**config.mk**
```make
export PLATFORM = sky130hd
export DESIGN_NAME = dma_mem_responder_flat
export DESIGN_NICKNAME = d
export VERILOG_FILES = /design/src/rtl/dma_mem_responder_pkg.sv /design/src/rtl/dma_mem_responder_if.sv /design/src/rtl/dma_resp_mem.sv /design/src/rtl/dma_mem_responder.sv /design/src/flat_wrapper.sv
export SDC_FILE = /design/constraint.sdc
export NUM_CORES = 1
export LEC_CHECK = 0
export CORE_UTILIZATION = 60
export CTS_CLUSTER_DIAMETER = 40
export DETAILED_ROUTE_END_ITERATION = 16
export PLACE_DENSITY = 0.78
export SETUP_SLACK_MARGIN = 0.02
export SYNTH_ARGS = -nofsm -noshare
export SYNTH_HDL_FRONTEND = slang
export SYNTH_SLANG_ARGS = --single-unit
export TNS_END_PERCENT = 30
```
**constraint.sdc**
```tcl
create_clock -name clk -period 4.8 [get_ports clk]
set_input_delay 0.96 -clock clk [delete_from_list [all_inputs] [get_ports clk]]
set_output_delay 0.96 -clock clk [all_outputs]
set_load 0.01 [all_outputs]
```
**src/rtl/dma_mem_responder_pkg.sv**
```systemverilog
// dma_pkg: shared FSM state type, response codes and minimum burst length for the DMA memory responder.
package dma_pkg;
    typedef enum logic [1:0] {IDLE, WRITE, READ, RESP} state_t;
    localparam logic RESP_OK  = 1'b0;
    localparam logic RESP_ERR = 1'b1;
    localparam int   MIN_LEN  = 1;
endpackage

```
**src/rtl/dma_mem_responder_if.sv**
```systemverilog
// dma_mem_responder_if: command, write-data, read-data and completion channels between the DMA initiator and a memory responder.
//   master = DMA initiator side, slave = memory responder side.
interface dma_mem_responder_if #(
    parameter int DATA_WIDTH = 8,
    parameter int ADDR_WIDTH = 4
);
    logic                  req_valid;
    logic                  req_ready;
    logic                  req_write;
    logic [ADDR_WIDTH-1:0] req_addr;
    logic [ADDR_WIDTH-1:0] req_len;
    logic                  wr_valid;
    logic                  wr_ready;
    logic [DATA_WIDTH-1:0] wr_data;
    logic                  rd_valid;
    logic                  rd_ready;
    logic [DATA_WIDTH-1:0] rd_data;
    logic                  rd_last;
    logic                  resp_valid;
    logic                  resp_err;
    modport master (
        output req_valid, req_write, req_addr, req_len, wr_valid, wr_data, rd_ready,
        input  req_ready, wr_ready, rd_valid, rd_data, rd_last, resp_valid, resp_err
    );
    modport slave (
        input  req_valid, req_write, req_addr, req_len, wr_valid, wr_data, rd_ready,
        output req_ready, wr_ready, rd_valid, rd_data, rd_last, resp_valid, resp_err
    );
endinterface

```
**src/rtl/dma_resp_mem.sv**
```systemverilog
// dma_resp_mem: single-port synchronous RAM with a registered 1-cycle read; the read register holds its value until the next read.
//   clk, reset : clock and synchronous active-high reset (clears only the read register)
//   i_we/i_re  : write / read strobes (never both at once), i_addr: word address
//   i_wdata    : write word, o_rdata: registered read word
//   i_wpar/o_rpar : stored parity bit, present only with DMA_RESP_PARITY_EN
module dma_resp_mem #(
    parameter int DATA_WIDTH = 8,
    parameter int ADDR_WIDTH = 4,
    parameter int DEPTH      = 16
) (
    input  logic                  clk,
    input  logic                  reset,
    input  logic                  i_we,
    input  logic                  i_re,
    input  logic [ADDR_WIDTH-1:0] i_addr,
    input  logic [DATA_WIDTH-1:0] i_wdata,
`ifdef DMA_RESP_PARITY_EN
    input  logic                  i_wpar,
    output logic                  o_rpar,
`endif
    output logic [DATA_WIDTH-1:0] o_rdata
);
`ifdef DMA_RESP_PARITY_EN
    localparam int W = DATA_WIDTH + 1;
`else
    localparam int W = DATA_WIDTH;
`endif
    logic [W-1:0] r_mem [DEPTH];
    logic [W-1:0] r_q;
    logic [W-1:0] w_wdata;
`ifdef DMA_RESP_PARITY_EN
    assign w_wdata = {i_wpar, i_wdata};
    assign o_rpar  = r_q[DATA_WIDTH];
`else
    assign w_wdata = i_wdata;
`endif
    assign o_rdata = r_q[DATA_WIDTH-1:0];
    always_ff @(posedge clk) begin
        if (i_we) r_mem[i_addr] <= w_wdata;
    end
    always_ff @(posedge clk) begin
        if (reset) r_q <= '0;
        else if (i_re) r_q <= r_mem[i_addr];
    end
endmodule

```
**src/rtl/dma_mem_responder.sv**
```systemverilog
// dma_mem_responder: memory-side target answering DMA burst read/write commands from an internal RAM.
//   clk, reset       : clock, synchronous active-high reset (outputs low, state IDLE, memory kept)
//   bus (slave)      : command / write-data / read-data / completion channels, valid-ready handshakes
//   o_busy           : high whenever the FSM is not IDLE
//   i_inject_par_err : test input, flips the stored parity of the next write beat (DMA_RESP_PARITY_EN only)
// Optional feature macro: DMA_RESP_PARITY_EN (per-word even parity, checked on every read beat).
module dma_mem_responder
    import dma_pkg::*;
#(
    parameter int DATA_WIDTH = 8,
    parameter int ADDR_WIDTH = 4,
    parameter int DEPTH      = 16
) (
    input  logic clk,
    input  logic reset,
    dma_mem_responder_if.slave bus,
    output logic o_busy
`ifdef DMA_RESP_PARITY_EN
    ,
    input  logic i_inject_par_err
`endif
);
    state_t                r_state;
    logic                  r_req_ready, r_wr_ready, r_rd_valid, r_rd_last;
    logic                  r_resp_valid, r_resp_err, r_busy, r_par_err;
    logic [ADDR_WIDTH-1:0] r_ptr, r_left;
    logic [ADDR_WIDTH:0]   w_end;
    logic                  w_len_err, w_req_fire, w_wr_fire, w_rd_fire, w_rd_start, w_rd_issue, w_par_bad;
    logic [ADDR_WIDTH-1:0] w_mem_addr;
    logic [DATA_WIDTH-1:0] w_rd_data;

    assign w_end      = {1'b0, bus.req_addr} + {1'b0, bus.req_len};
    assign w_len_err  = ({1'b0, bus.req_len} < (ADDR_WIDTH+1)'(MIN_LEN)) || (w_end > (ADDR_WIDTH+1)'(DEPTH));
    assign w_req_fire = bus.req_valid && r_req_ready;
    assign w_wr_fire  = bus.wr_valid && r_wr_ready;
    assign w_rd_fire  = r_rd_valid && bus.rd_ready;
    // The first read is issued on the accept edge so the first beat shows one cycle after accept.
    assign w_rd_start = w_req_fire && !bus.req_write && !w_len_err;
    // Refill the output register when it is empty or being drained this cycle.
    assign w_rd_issue = (r_state == READ) && (r_left != '0) && (!r_rd_valid || bus.rd_ready);
    assign w_mem_addr = (r_state == IDLE) ? bus.req_addr : r_ptr;

`ifdef DMA_RESP_PARITY_EN
    logic r_inj, w_rd_par;
    always_ff @(posedge clk) begin
        if (reset) r_inj <= 1'b0;
        else if (w_wr_fire) r_inj <= 1'b0;
        else if (i_inject_par_err) r_inj <= 1'b1;
    end
    assign w_par_bad = w_rd_fire && ((^w_rd_data) != w_rd_par);
`else
    assign w_par_bad = 1'b0;
`endif

    dma_resp_mem #(.DATA_WIDTH(DATA_WIDTH), .ADDR_WIDTH(ADDR_WIDTH), .DEPTH(DEPTH)) u_mem (
        .clk     (clk),
        .reset   (reset),
        .i_we    (w_wr_fire),
        .i_re    (w_rd_start || w_rd_issue),
        .i_addr  (w_mem_addr),
        .i_wdata (bus.wr_data),
`ifdef DMA_RESP_PARITY_EN
        .i_wpar  ((^bus.wr_data) ^ (r_inj | i_inject_par_err)),
        .o_rpar  (w_rd_par),
`endif
        .o_rdata (w_rd_data)
    );

    always_ff @(posedge clk) begin
        if (reset) begin
            r_state      <= IDLE;
            r_req_ready  <= 1'b0;
            r_wr_ready   <= 1'b0;
            r_rd_valid   <= 1'b0;
            r_rd_last    <= 1'b0;
            r_resp_valid <= 1'b0;
            r_resp_err   <= RESP_OK;
            r_busy       <= 1'b0;
            r_par_err    <= 1'b0;
            r_ptr        <= '0;
            r_left       <= '0;
        end else begin
            r_resp_valid <= 1'b0;
            case (r_state)
                IDLE: begin
                    r_req_ready <= 1'b1;
                    if (w_req_fire) begin
                        r_req_ready <= 1'b0;
                        r_busy      <= 1'b1;
                        r_par_err   <= 1'b0;
                        r_resp_err  <= w_len_err ? RESP_ERR : RESP_OK;
                        if (w_len_err) begin
                            r_state      <= RESP;
                            r_resp_valid <= 1'b1;
                        end else if (bus.req_write) begin
                            r_state    <= WRITE;
                            r_wr_ready <= 1'b1;
                            r_ptr      <= bus.req_addr;
                            r_left     <= bus.req_len;
                        end else begin
                            r_state    <= READ;
                            r_rd_valid <= 1'b1;
                            r_rd_last  <= (bus.req_len == ADDR_WIDTH'(1));
                            r_ptr      <= bus.req_addr + ADDR_WIDTH'(1);
                            r_left     <= bus.req_len - ADDR_WIDTH'(1);
                        end
                    end
                end
                WRITE: begin
                    if (w_wr_fire) begin
                        r_ptr  <= r_ptr + ADDR_WIDTH'(1);
                        r_left <= r_left - ADDR_WIDTH'(1);
                        if (r_left == ADDR_WIDTH'(1)) begin
                            r_state      <= RESP;
                            r_wr_ready   <= 1'b0;
                            r_resp_valid <= 1'b1;
                        end
                    end
                end
                READ: begin
                    if (w_par_bad) r_par_err <= 1'b1;
                    if (w_rd_issue) begin
                        r_ptr      <= r_ptr + ADDR_WIDTH'(1);
                        r_left     <= r_left - ADDR_WIDTH'(1);
                        r_rd_valid <= 1'b1;
                        r_rd_last  <= (r_left == ADDR_WIDTH'(1));
                    end else if (w_rd_fire) begin
                        r_rd_valid <= 1'b0;
                        if (r_rd_last) begin
                            r_rd_last    <= 1'b0;
                            r_state      <= RESP;
                            r_resp_valid <= 1'b1;
                            r_resp_err   <= (r_par_err || w_par_bad) ? RESP_ERR : RESP_OK;
                        end
                    end
                end
                RESP: begin
                    r_state     <= IDLE;
                    r_busy      <= 1'b0;
                    r_req_ready <= 1'b1;
                    r_resp_err  <= RESP_OK;
                end
                default: r_state <= IDLE;
            endcase
        end
    end

    assign bus.req_ready  = r_req_ready;
    assign bus.wr_ready   = r_wr_ready;
    assign bus.rd_valid   = r_rd_valid;
    assign bus.rd_data    = w_rd_data;
    assign bus.rd_last    = r_rd_last;
    assign bus.resp_valid = r_resp_valid;
    assign bus.resp_err   = r_resp_err;
    assign o_busy         = r_busy;
endmodule
```
**src/flat_wrapper.sv**
```systemverilog
// flat-port wrapper written by rule: the top's interface ports become plain ports
module dma_mem_responder_flat import dma_pkg::*;
#(
    parameter int DATA_WIDTH = 8,
    parameter int ADDR_WIDTH = 4,
    parameter int DEPTH      = 16
)
  (clk, reset, o_busy, bus_req_valid, bus_req_write, bus_req_addr, bus_req_len, bus_wr_valid, bus_wr_data, bus_rd_ready, bus_req_ready, bus_wr_ready, bus_rd_valid, bus_rd_data, bus_rd_last, bus_resp_valid, bus_resp_err);
  dma_mem_responder_if #(.DATA_WIDTH(DATA_WIDTH), .ADDR_WIDTH(ADDR_WIDTH)) bus_i ();
  input  logic clk;
  input  logic reset;
  output logic o_busy;
  input wire logic [$bits(bus_i.req_valid)-1:0] bus_req_valid;
  input wire logic [$bits(bus_i.req_write)-1:0] bus_req_write;
  input wire logic [$bits(bus_i.req_addr)-1:0] bus_req_addr;
  input wire logic [$bits(bus_i.req_len)-1:0] bus_req_len;
  input wire logic [$bits(bus_i.wr_valid)-1:0] bus_wr_valid;
  input wire logic [$bits(bus_i.wr_data)-1:0] bus_wr_data;
  input wire logic [$bits(bus_i.rd_ready)-1:0] bus_rd_ready;
  output wire logic [$bits(bus_i.req_ready)-1:0] bus_req_ready;
  output wire logic [$bits(bus_i.wr_ready)-1:0] bus_wr_ready;
  output wire logic [$bits(bus_i.rd_valid)-1:0] bus_rd_valid;
  output wire logic [$bits(bus_i.rd_data)-1:0] bus_rd_data;
  output wire logic [$bits(bus_i.rd_last)-1:0] bus_rd_last;
  output wire logic [$bits(bus_i.resp_valid)-1:0] bus_resp_valid;
  output wire logic [$bits(bus_i.resp_err)-1:0] bus_resp_err;
  assign bus_i.req_valid = bus_req_valid;
  assign bus_i.req_write = bus_req_write;
  assign bus_i.req_addr = bus_req_addr;
  assign bus_i.req_len = bus_req_len;
  assign bus_i.wr_valid = bus_wr_valid;
  assign bus_i.wr_data = bus_wr_data;
  assign bus_i.rd_ready = bus_rd_ready;
  assign bus_req_ready = bus_i.req_ready;
  assign bus_wr_ready = bus_i.wr_ready;
  assign bus_rd_valid = bus_i.rd_valid;
  assign bus_rd_data = bus_i.rd_data;
  assign bus_rd_last = bus_i.rd_last;
  assign bus_resp_valid = bus_i.resp_valid;
  assign bus_resp_err = bus_i.resp_err;
  dma_mem_responder #(.DATA_WIDTH(DATA_WIDTH), .ADDR_WIDTH(ADDR_WIDTH), .DEPTH(DEPTH)) u_core (.clk(clk), .reset(reset), .bus(bus_i), .o_busy(o_busy));
endmodule
```
Yosys cells after proc, flatten, opt, wreduce, memory -nomap -nowiden

Memories as Yosys holds them, arrays and structs flattened. A register that Yosys moved wholly into a read port is not among the register bits.
Cells that the tools add are included.

Register bits: 17
Memory bits (writable): 128
Output and inout bits: 15
Word-level logic and storage cells: 118
Memories: 1

Memories:

| name               | depth | bits a word | read ports | clocked after Yosys merged registers in | write ports | line               | source |
|---|---|---|---|---|---|---|---|
| u_core.u_mem.r_mem | 16    | 8           | 1          | 1                                       | 1           | dma_resp_mem.sv:28 | `logic [W-1:0] r_mem [DEPTH];` |

Add/subtract/negate cells: 5
Magnitude comparators: 2
Equal/unequal tests: 16
Mux-type cells: 58
Reduce and logical (&&, ||, !) cells: 26

Operator list:

| cell                                                                     | number |
|---|---|
| 4-bit two-way mux                                                        | 11 |
| 1-bit two-way mux                                                        | 29 |
| 4-bit case mux with 3 select lines                                       | 2 |
| 2-bit two-way mux                                                        | 8 |
| 5-bit AND reduction                                                      | 3 |
| 6-bit AND reduction                                                      | 2 |
| 2-bit by 1-bit inequality test with 1-bit output (second input constant) | 5 |
| 2-bit inequality test (second input constant)                            | 5 |
| 1-bit case mux with 2 select lines                                       | 5 |
| 4-bit by 1-bit adder with 4-bit output (second input constant)           | 2 |
| 4-bit by 1-bit == test with 1-bit output (second input constant)         | 2 |
| 2-bit case mux with 4 select lines                                       | 1 |
| 4-bit by 1-bit subtractor with 4-bit output (second input constant)      | 2 |
| 1-bit logical AND                                                        | 7 |
| 1-bit case mux with 3 select lines                                       | 2 |
| 2-bit nonzero test                                                       | 3 |
| 3-bit nonzero test                                                       | 2 |
| 4-bit by 4-bit adder with 5-bit output                                   | 1 |
| 5-bit greater-than comparator (second input constant)                    | 1 |
| 2-bit == test (second input constant)                                    | 2 |
| 4-bit by 1-bit < comparator with 1-bit output (second input constant)    | 1 |
| 4-bit nonzero test                                                       | 1 |
| 1-bit zero test                                                          | 3 |
| 1-bit logical OR                                                         | 3 |
| other kinds (4)                                                          | 4 |

Depth between registers and ports, before layout

Gate-level depths: netlist of the first run.

Depth after elaboration: 6
Depth in mapped cells: 10
Mapped depth without buffers: 9

Cells and area by module

From an unflattened synthesis of the first run, not the netlist that was laid out.

Cells, all modules: 488
Area, all modules: 6,917.9 um^2

By module, submodules not included:

| module            | instances | cells an instance | area each (um^2) |
|---|---|---|---|
| dma_resp_mem      | 1         | 295               | 5,400.2 |
| dma_mem_responder | 1         | 193               | 1,517.7 |

Worst setup path before layout of the first run

OpenSTA, ideal clock, no wires.

Path kind: input to register
Start point: input bus_req_len[0]
End point: register u_core.r_resp_err (netlist: u_core.bus.resp_err)
Arrival: 2,838 ps
Data required time: 4,729 ps
Path slack: 1,891 ps
Stages on the path: 9
Cells stage by stage: ha_1 > inv_1 > fa_1 > xnor2_1 > nor3b_2 > mux2i_4 > a21oi_2 > or4b_1 > a21oi_1

Longest elaborated chain between the ends: 6
Elaborated cells on any way between the ends: 7
Classes of those cells: 1 x add/sub; 2 x order compare; 3 x mux; 1 x reduce/logical

Ends and longest elaborated chain:

| element                                | line                     | source |
|---|---|---|
| from (decl)                            | flat_wrapper.sv:16       | `input wire logic [$bits(bus_i.req_len)-1:0] bus_req_len;` |
| 4-bit by 4-bit adder with 5-bit output | dma_mem_responder.sv:32  | `assign w_end = {1'b0, bus.req_addr} + {1'b0, bus.req_len};` |
| 5-bit greater-than comparator          | dma_mem_responder.sv:33  | `assign w_len_err = ({1'b0, bus.req_len} < (ADDR_WIDTH+1)'(MIN_LEN)) \|\| (w_end > (ADDR_WIDTH+1)'(DEPTH));` |
| 1-bit logical OR *                     | dma_mem_responder.sv:33  |  |
| 1-bit two-way mux *                    | dma_mem_responder.sv:91  | `r_resp_err <= w_len_err ? RESP_ERR : RESP_OK;` |
| 1-bit two-way mux *                    | dma_mem_responder.sv:87  | `if (w_req_fire) begin` |
| 1-bit case mux with 3 select lines *   | dma_mem_responder.sv:84  | `case (r_state)` |
| to (signal assigned)                   | dma_mem_responder.sv:91  |  |
| to (signal assigned)                   | dma_mem_responder.sv:133 | `r_resp_err <= (r_par_err \|\| w_par_bad) ? RESP_ERR : RESP_OK;` |
| to (decl)                              | dma_mem_responder.sv:25  | `logic r_resp_valid, r_resp_err, r_busy, r_par_err;` |

Every way passes the cells marked *; elsewhere a longest branch is shown, timed or not. The select of a mux whose other input is x is not followed.
A chain may end at the register's enable or synchronous reset.

Worst setup path after layout of the first run

Start point: input bus_req_addr[0]
End point: register u_core.r_ptr[2]

Longest elaborated chain between the ends: 5
Elaborated cells on any way between the ends: 10
Classes of those cells: 2 x add/sub; 1 x order compare; 1 x eq/ne; 4 x mux; 2 x reduce/logical

Ends and longest elaborated chain:

| element                                                                                          | line                                              | source |
|---|---|---|
| from (decl)                                                                                      | flat_wrapper.sv:15                                | `input wire logic [$bits(bus_i.req_addr)-1:0] bus_req_addr;` |
| 4-bit by 4-bit adder with 5-bit output or 4-bit by 1-bit adder with 4-bit output (tied branches) | dma_mem_responder.sv:32, dma_mem_responder.sv:104 |  |
| 5-bit greater-than comparator or 4-bit two-way mux (tied branches)                               | dma_mem_responder.sv:33, dma_mem_responder.sv:95  |  |
| 1-bit logical OR or 4-bit two-way mux (tied branches)                                            | dma_mem_responder.sv:33, dma_mem_responder.sv:92  |  |
| 2-bit inequality test (no line) or 4-bit two-way mux (tied branches)                             | -                                                 |  |
| 5-bit AND reduction (no line) or 4-bit case mux with 3 select lines (tied branches)              | -                                                 |  |
| to (signal assigned)                                                                             | dma_mem_responder.sv:98                           | `r_ptr <= bus.req_addr;` |
| to (signal assigned)                                                                             | dma_mem_responder.sv:104                          | `r_ptr <= bus.req_addr + ADDR_WIDTH'(1);` |
| to (signal assigned)                                                                             | dma_mem_responder.sv:111                          | `r_ptr <= r_ptr + ADDR_WIDTH'(1);` |
| to (decl)                                                                                        | dma_mem_responder.sv:26                           | `logic [ADDR_WIDTH-1:0] r_ptr, r_left;` |

Parallel ways exist; a longest one is shown, timed or not. The select of a mux whose other input is x is not followed.

==> metrics.md, run 1 <==
| Metric | Value |
|---|---|
| Outcome | `finished, final reports clean` |
| H-tree levels | `4` |
| CP bufs+invs | `2` |
| Total Wirelength | `about 16,000 um` |
| CTS Buf Count | `17` |
| Initial antenna violation count | `0` |
| Most common cell after layout, fill and taps aside | `edfxtp_1` |
| Per-cell routed wire length | `~23 um` |
| EDFF count, synth | `~130` |
| Post-synth cell types | `62` |
| Worst-case clock skew | `0.01039 ns` |
| Slew HR | `between 20% and 30%` |
| Avg Synthesized Cell Area | `approximately 15 um2` |
| Post-Synthesis Net Count | `508` |
| FMAX | `277.0 MHz` |
| Die H | `108.9 um` |
| CP arrival | `between 3 and 4 ns` |
| CTS Hold Bufs | `0` |
| Clk_lat worst skew | `about 0.42 ns` |
| Asr flop ratio synth | `0%` |
| Via count | `approximately 4,400` |
| Vias in the first global route | `4,442` |
| Sequential fraction of the synthesis area | `a little over three fifths` |
| Final Max Slew Viols | `0` |
| Cell chain of the critical path | `clkdlybuf4s50_1, ha_1, inv_1, fa_1, xnor2_1, nor3b_2, mux2i_4, a31oi_4, o21ai_1, a32o_1` |
| Register bit count reported by yosys | `roughly 150` |
| Area after DPL | `about 7300 um2` |
| CP Class | `primary input to flop` |
| Die width | `about 110 um` |
| Largest net degree at the start of global routing | `29` |
| CTS Buffer Depth | `2` |
| Final setup vio count | `0` |
| Core outline area | `10,980 um2` |
| Clk slew on worst S/H paths | `around 0.060 ns` |
| First-pass GRT wire length | `~24,000 um` |
| Lkg Pwr | `~2.6 nW` |
| Overall power | `a little under 4 mW` |
| Synth Cell Area | `6860 um2` |
| RSZ-0062 raised after global routing | `false` |
| Area of the die | `between 10,000 and 15,000 um2` |
| Worst Path Required | `just over 5 ns` |
| Most frequent cells in the layout | `128 x edfxtp_1, 46 x o21ai_0, 36 x clkdlybuf4s50_1, 35 x nor2_1, 25 x dfxtp_1` |
| HP Class | `flop to flop` |
| Final ANT Viol Nets | `0` |
| Gr usage total | `approximately 29%` |
| Final worst slack | `1.190 ns` |
| Cell area after layout | `between 7000 and 8000 um2` |
| GRT overflow | `0` |
| Post-cts repair resize count | `0` |
| DP Worst Slack | `between 0.7 and 0.8 ns` |
| Setup_tns | `0 ns` |
| Drt first pass iters | `6` |
| Top_reg_cell synth | `edfxtp_1` |
| Pwr dens | `486.2 nW/um2` |
| Initial DRC Count | `473` |
| HPWL after DPL | `~10,000 um` |
| Number of diodes | `0` |
| Min cycle time layout | `about 3.6 ns` |
| Post-DR vias/cell | `between 6 and 7` |
| Ports | `37` |
| Initial Utilization | `a little over three fifths` |
| YS warnings | `0` |
| DRC violations left | `0` |
| Maximum vdd drop | `approximately 0.40 mV` |
| Layout cells sized above 1 | `about 14%` |
| Placer Congestion | `slightly below 0.9` |
| Maxcap violations | `0` |
| Layout area overhead | `15.32%` |
| Port bufs | `36` |
| Num Clock Sinks | `~150` |
| Worst-margin pin slew | `~1.1 ns` |
| Crit. End Element | `flop` |
| Crit-path max FO | `15` |
| Top delay family on crit path | `compound AO/OA/AOI/OAI gates` |
| Postcts setup bufs | `0` |
| Final hold vios | `0` |
| Max stage delay cell, worst path | `clkdlybuf4s50_1` |
| CTS root buf | `clkbuf_16` |
| Final #Nets | `between 500 and 600` |
| Cell row count | `38` |
| Tcrit/Tclk final | `about 75%` |
| Critical Path Source Type | `primary input` |
| Post-Synthesis Cells | `around 470` |
| CTS tree | `built` |
| Largest stage delay on the critical path | `roughly 0.7 ns` |
## metrics by stage
| stage | std cells | util (%) | hold WS, ns |
|---|---|---|---|
| after floorplan | 471 | - | 0.4941 |
| after global placement | 637 | 66.89 | 0.4591 |
| after detailed placement | 637 | 66.89 | 0.4752 |
| after CTS | 669 | 72.03 | 0.4828 |
| after global routing | 669 | 72.03 | 0.5166 |
| final | 669 | 72.03 | 0.4817 |
## kinds of logic after synthesis
logic type	after synthesis	share of synthesized area, %
fa+ha+maj	15	2.845
xor+xnor	7	0.8937
buf+inv	36	2.736
compound gates	119	11.65
flops	153	63.32
simple gates	106	8.134
mux	35	10.41
## area by class of cell
type	instances	area [um2]
Multi-Input combinational cell	282	2328
Tap cell	140	175.2
Sequential cell	153	4344
Clock buffer	22	444.2
Clock inverter	10	120.1
Inverter	15	56.30
Timing Repair Buffer	47	442.9
Fill cell	702	3072
## cells in the mapped netlist (8+ instances only)
| cell | number | area, um2 |
|---|---|---|
| nand3_1 | 8 | 40.04 |
| mux4_2 | 17 | 382.9 |
| inv_1 | 12 | 45.04 |
| a31oi_1 | 10 | 62.56 |
| a22oi_1 | 12 | 90.09 |
| nor2_1 | 35 | 131.4 |
| ha_1 | 14 | 175.2 |
| a21oi_1 | 14 | 70.07 |
| nand2_1 | 14 | 52.55 |
| mux2i_1 | 8 | 80.08 |
| clkbuf_1 | 10 | 37.54 |
| edfxtp_1 | 128 | 3844 |
| dfxtp_1 | 25 | 500.5 |
| o21ai_0 | 46 | 230.2 |
| nor3_1 | 9 | 45.04 |
| and3_1 | 9 | 56.30 |
## final timing paths
check / startpoint / endpoint / slack (ns) / cells past startpoint
min: u_core.bus.resp_err / u_core.bus.resp_err / 0.48 / 2
max reg2reg: u_core.r_state[0] / u_core.u_mem.r_mem[8][0] / 1.58 / 6
max: bus_req_addr[0] / u_core.r_ptr[2] / 1.19 / 10
min reg2reg: u_core.bus.resp_err / u_core.bus.resp_err / 0.48 / 2
## worst min-delay path, stage by stage (launching register included)
cell,delay (ns)
dfxtp_1,0.30
o21ai_0,0.07
a21oi_1,0.06
## state kept, by name, indices dropped and copies added, names as in the netlist
name and count:
u_core.bus.rd_last 1, u_core.u_mem.o_rdata 8, u_core.u_mem.r_mem 128, u_core.r_state 2
u_core.o_busy 1, u_core.bus.resp_valid 1, u_core.bus.wr_ready 1, u_core.bus.req_ready 1
u_core.bus.rd_valid 1, u_core.bus.resp_err 1, u_core.r_left 4, u_core.r_ptr 4
## power by group
group	switching [mW]	leakage, nW	internal [mW]	total, mW
logic	0.571	0.985	0.415	0.986
registers	0.0725	1.35	1.51	1.58
clock network	0.513	0.259	0.766	1.28
total	1.16	2.60	2.69	3.85
## routing by layer
layer | track usage [%] | vias up | share of wire (%)
li1 | - | 1966 | -
met1 | 34.49 | 2173 | 38
met2 | 47.48 | 254 | 50
met3 | 7.292 | 44 | 8.3
met4 | 14.29 | 0 | 3.3
met5 | 0 | - | 0
No activity file was read; power rests on OpenSTA's default activity.
==> run 2: changes to the inputs <==
Settings changed: CORE_UTILIZATION 60 to 54, PLACE_DENSITY 0.78 to 0.74.
Clock period 4.8 ns to 3 ns, I/O delays scaled along.
==> run 2 against run 1 <==
  * Final area is 5.1% higher
  * Power up 65%
  * Largest power group unchanged
  * First-iteration DRC count decreased by 15%
  * Largest cell class unchanged
==> metrics.md, run 2 (synthesis gave the netlist of run 1 again) <==
| Metric | Value |
|---|---|
| Outcome | `finished, final reports clean` |
| Layout area overhead | `21.17%` |
| Lkg Pwr | `around 2.8 nW` |
| Post-DR vias/cell | `roughly 6.2` |
| Critical Path Sink | `u_core.u_mem.o_rdata[7]` |
| Final Max Slew Viols | `0` |
| Layout cells sized above 1 | `between 20% and 30%` |
| Min cycle time layout | `2.787 ns` |
| RSZ-0062 raised after global routing | `false` |
| Final hold vios | `0` |
| Finished Layout Cells | `738` |
| CTS tree | `built` |
| Worst-case clock skew | `between 0.009 and 0.01 ns` |
| Die width | `~110 um` |
| Final worst slack | `roughly 0.21 ns` |
| Number of flip-flops in the largest register | `128` |
| Vias in the first global route | `between 4,000 and 5,000` |
| Largest Register | `u_core.u_mem.r_mem` |
| Final setup vio count | `0` |
| FMAX | `roughly 360 MHz` |
| R2r worst-path depth | `7` |
| CP arrival | `roughly 3.1 ns` |
| Crit-path max FO | `16` |
| Crit path from | `bus_req_len[0]` |
| Final #Nets | `around 590` |
| Drt first pass iters | `5` |
| Worst-margin pin slew | `0.7078 ns` |
| Clk slew on worst S/H paths | `0.06 ns` |
| R2R setup slack | `0.47 ns` |
| HP Class | `flop to flop` |
| Area of the die | `between 10,000 and 15,000 um2` |
| Postcts setup bufs | `0` |
| Maximum vdd drop | `between 0.4 and 0.5 mV` |
| Total Wirelength | `15,730 um` |
| CTS Hold Bufs | `0` |
| DRC violations left | `0` |
| Clk_lat worst skew | `0.42 ns` |
| Initial Utilization | `between 50% and 60%` |
| Core outline area | `~12,000 um2` |
| Cell row count | `40` |
| Most frequent cells in the layout | `128 x edfxtp_1, 49 x buf_4, 46 x o21ai_0, 36 x clkdlybuf4s50_1, 35 x nor2_1` |
| Slew HR | `between 50% and 60%` |
| Overall power | `6.345 mW` |
| Post-cts repair resize count | `0` |
| H-tree levels | `4` |
| Pwr dens | `between 700 and 800 nW/um2` |
| Port bufs | `36` |
| Placed insts | `~700` |
| FF-to-FF Start | `u_core.r_state[0]` |
| Placer Congestion | `0.9176` |
| Number of diodes | `0` |
| First-pass GRT wire length | `about 25,000 um` |
| GRT overflow | `0` |
| Via count | `4,579` |
| Worst reg2reg endpoint | `u_core.u_mem.r_mem[9][6]` |
| Final ANT Viol Nets | `0` |
| Initial DRC Count | `between 400 and 500` |
| Per-cell routed wire length | `~21 um` |
| Die H | `114.7 um` |
| HPWL after DPL | `10,660 um` |
| Tcrit/Tclk final | `92.88%` |
| CTS Buf Count | `17` |
| Worst Path Required | `approximately 3.3 ns` |
| DP Worst Slack | `-0.2145 ns` |
| Ports | `37` |
| Crit. End Element | `flop` |
| Gr usage total | `around a quarter` |
| Largest net degree at the start of global routing | `28` |
| Num Clock Sinks | `between 150 and 200` |
| Most common cell after layout, fill and taps aside | `edfxtp_1` |
| Setup_tns | `0 ns` |
| CTS root buf | `clkbuf_16` |
| Initial antenna violation count | `0` |
| Critical Path Source Type | `primary input` |
| Hold Slack | `about 0.5 ns` |
| Maxcap violations | `0` |
| CP Class | `primary input to flop` |
| CTS Buffer Depth | `2` |
run 2: worst min-delay path by stage:
stage / from / endpoint / slack [ns] / depth (start not counted)
3_3_place_gp: u_core.o_busy / u_core.o_busy / 0.48 / 2
5_1_grt: u_core.bus.resp_err / u_core.bus.resp_err / 0.53 / 2
6_report: u_core.o_busy / u_core.o_busy / 0.49 / 2
3_5_place_dp: u_core.o_busy / u_core.o_busy / 0.48 / 2
2_1_floorplan: u_core.bus.resp_err / u_core.bus.resp_err / 0.49 / 2
4_1_cts: u_core.o_busy / u_core.o_busy / 0.50 / 2
run 2: per-layer routing:
metal  up-vias  track usage (%)  routed length [um]  share of wire (%)
li1       2046                -                   -                  -
met1      2287            32.91                6509                 41
met2       215            42.06                7828                 50
met3        31            5.611                1058                6.7
met4         0            12.55                 329                2.1
met5         -                0                   0                  0
run 2: where the power goes:
part,switching (mW),leakage (nW),internal (mW),total [mW]
Combinational,0.913,1.21,0.771,1.68
Sequential,0.123,1.35,2.41,2.54
Clock,0.814,0.280,1.31,2.12
run 2: area by class of cell:
class	count	area, um2
inverters	15	56.30
multi-input cells	282	2328
fillers	881	3899
flip-flops and latches	153	4344
clock buffers	21	440.4
well taps	168	210.2
clock inverters	11	145.1
repair buffers	88	788.3
run 2: critical path, stage by stage:
cell and delay, ns:
clkdlybuf4s50_1 0.50, ha_1 0.18, inv_1 0.06, fa_1 0.38, xnor2_1 0.18, nor3_2 0.27
mux2i_4 0.16, buf_4 0.17, o21ai_2 0.18, buf_12 0.16, o21ai_0 0.10, a31oi_1 0.19
run 2: per-stage QoR:
| stage | util (%) | instance area (um2) |
|---|---|---|
| 5_1_grt | 68.07 | 8313 |
| 3_5_place_dp | 63.28 | 7727 |
| 2_1_floorplan | - | 6860 |
| 6_report | 68.07 | 8313 |
| 3_3_place_gp | 63.28 | 7727 |
| 4_1_cts | 68.07 | 8313 |
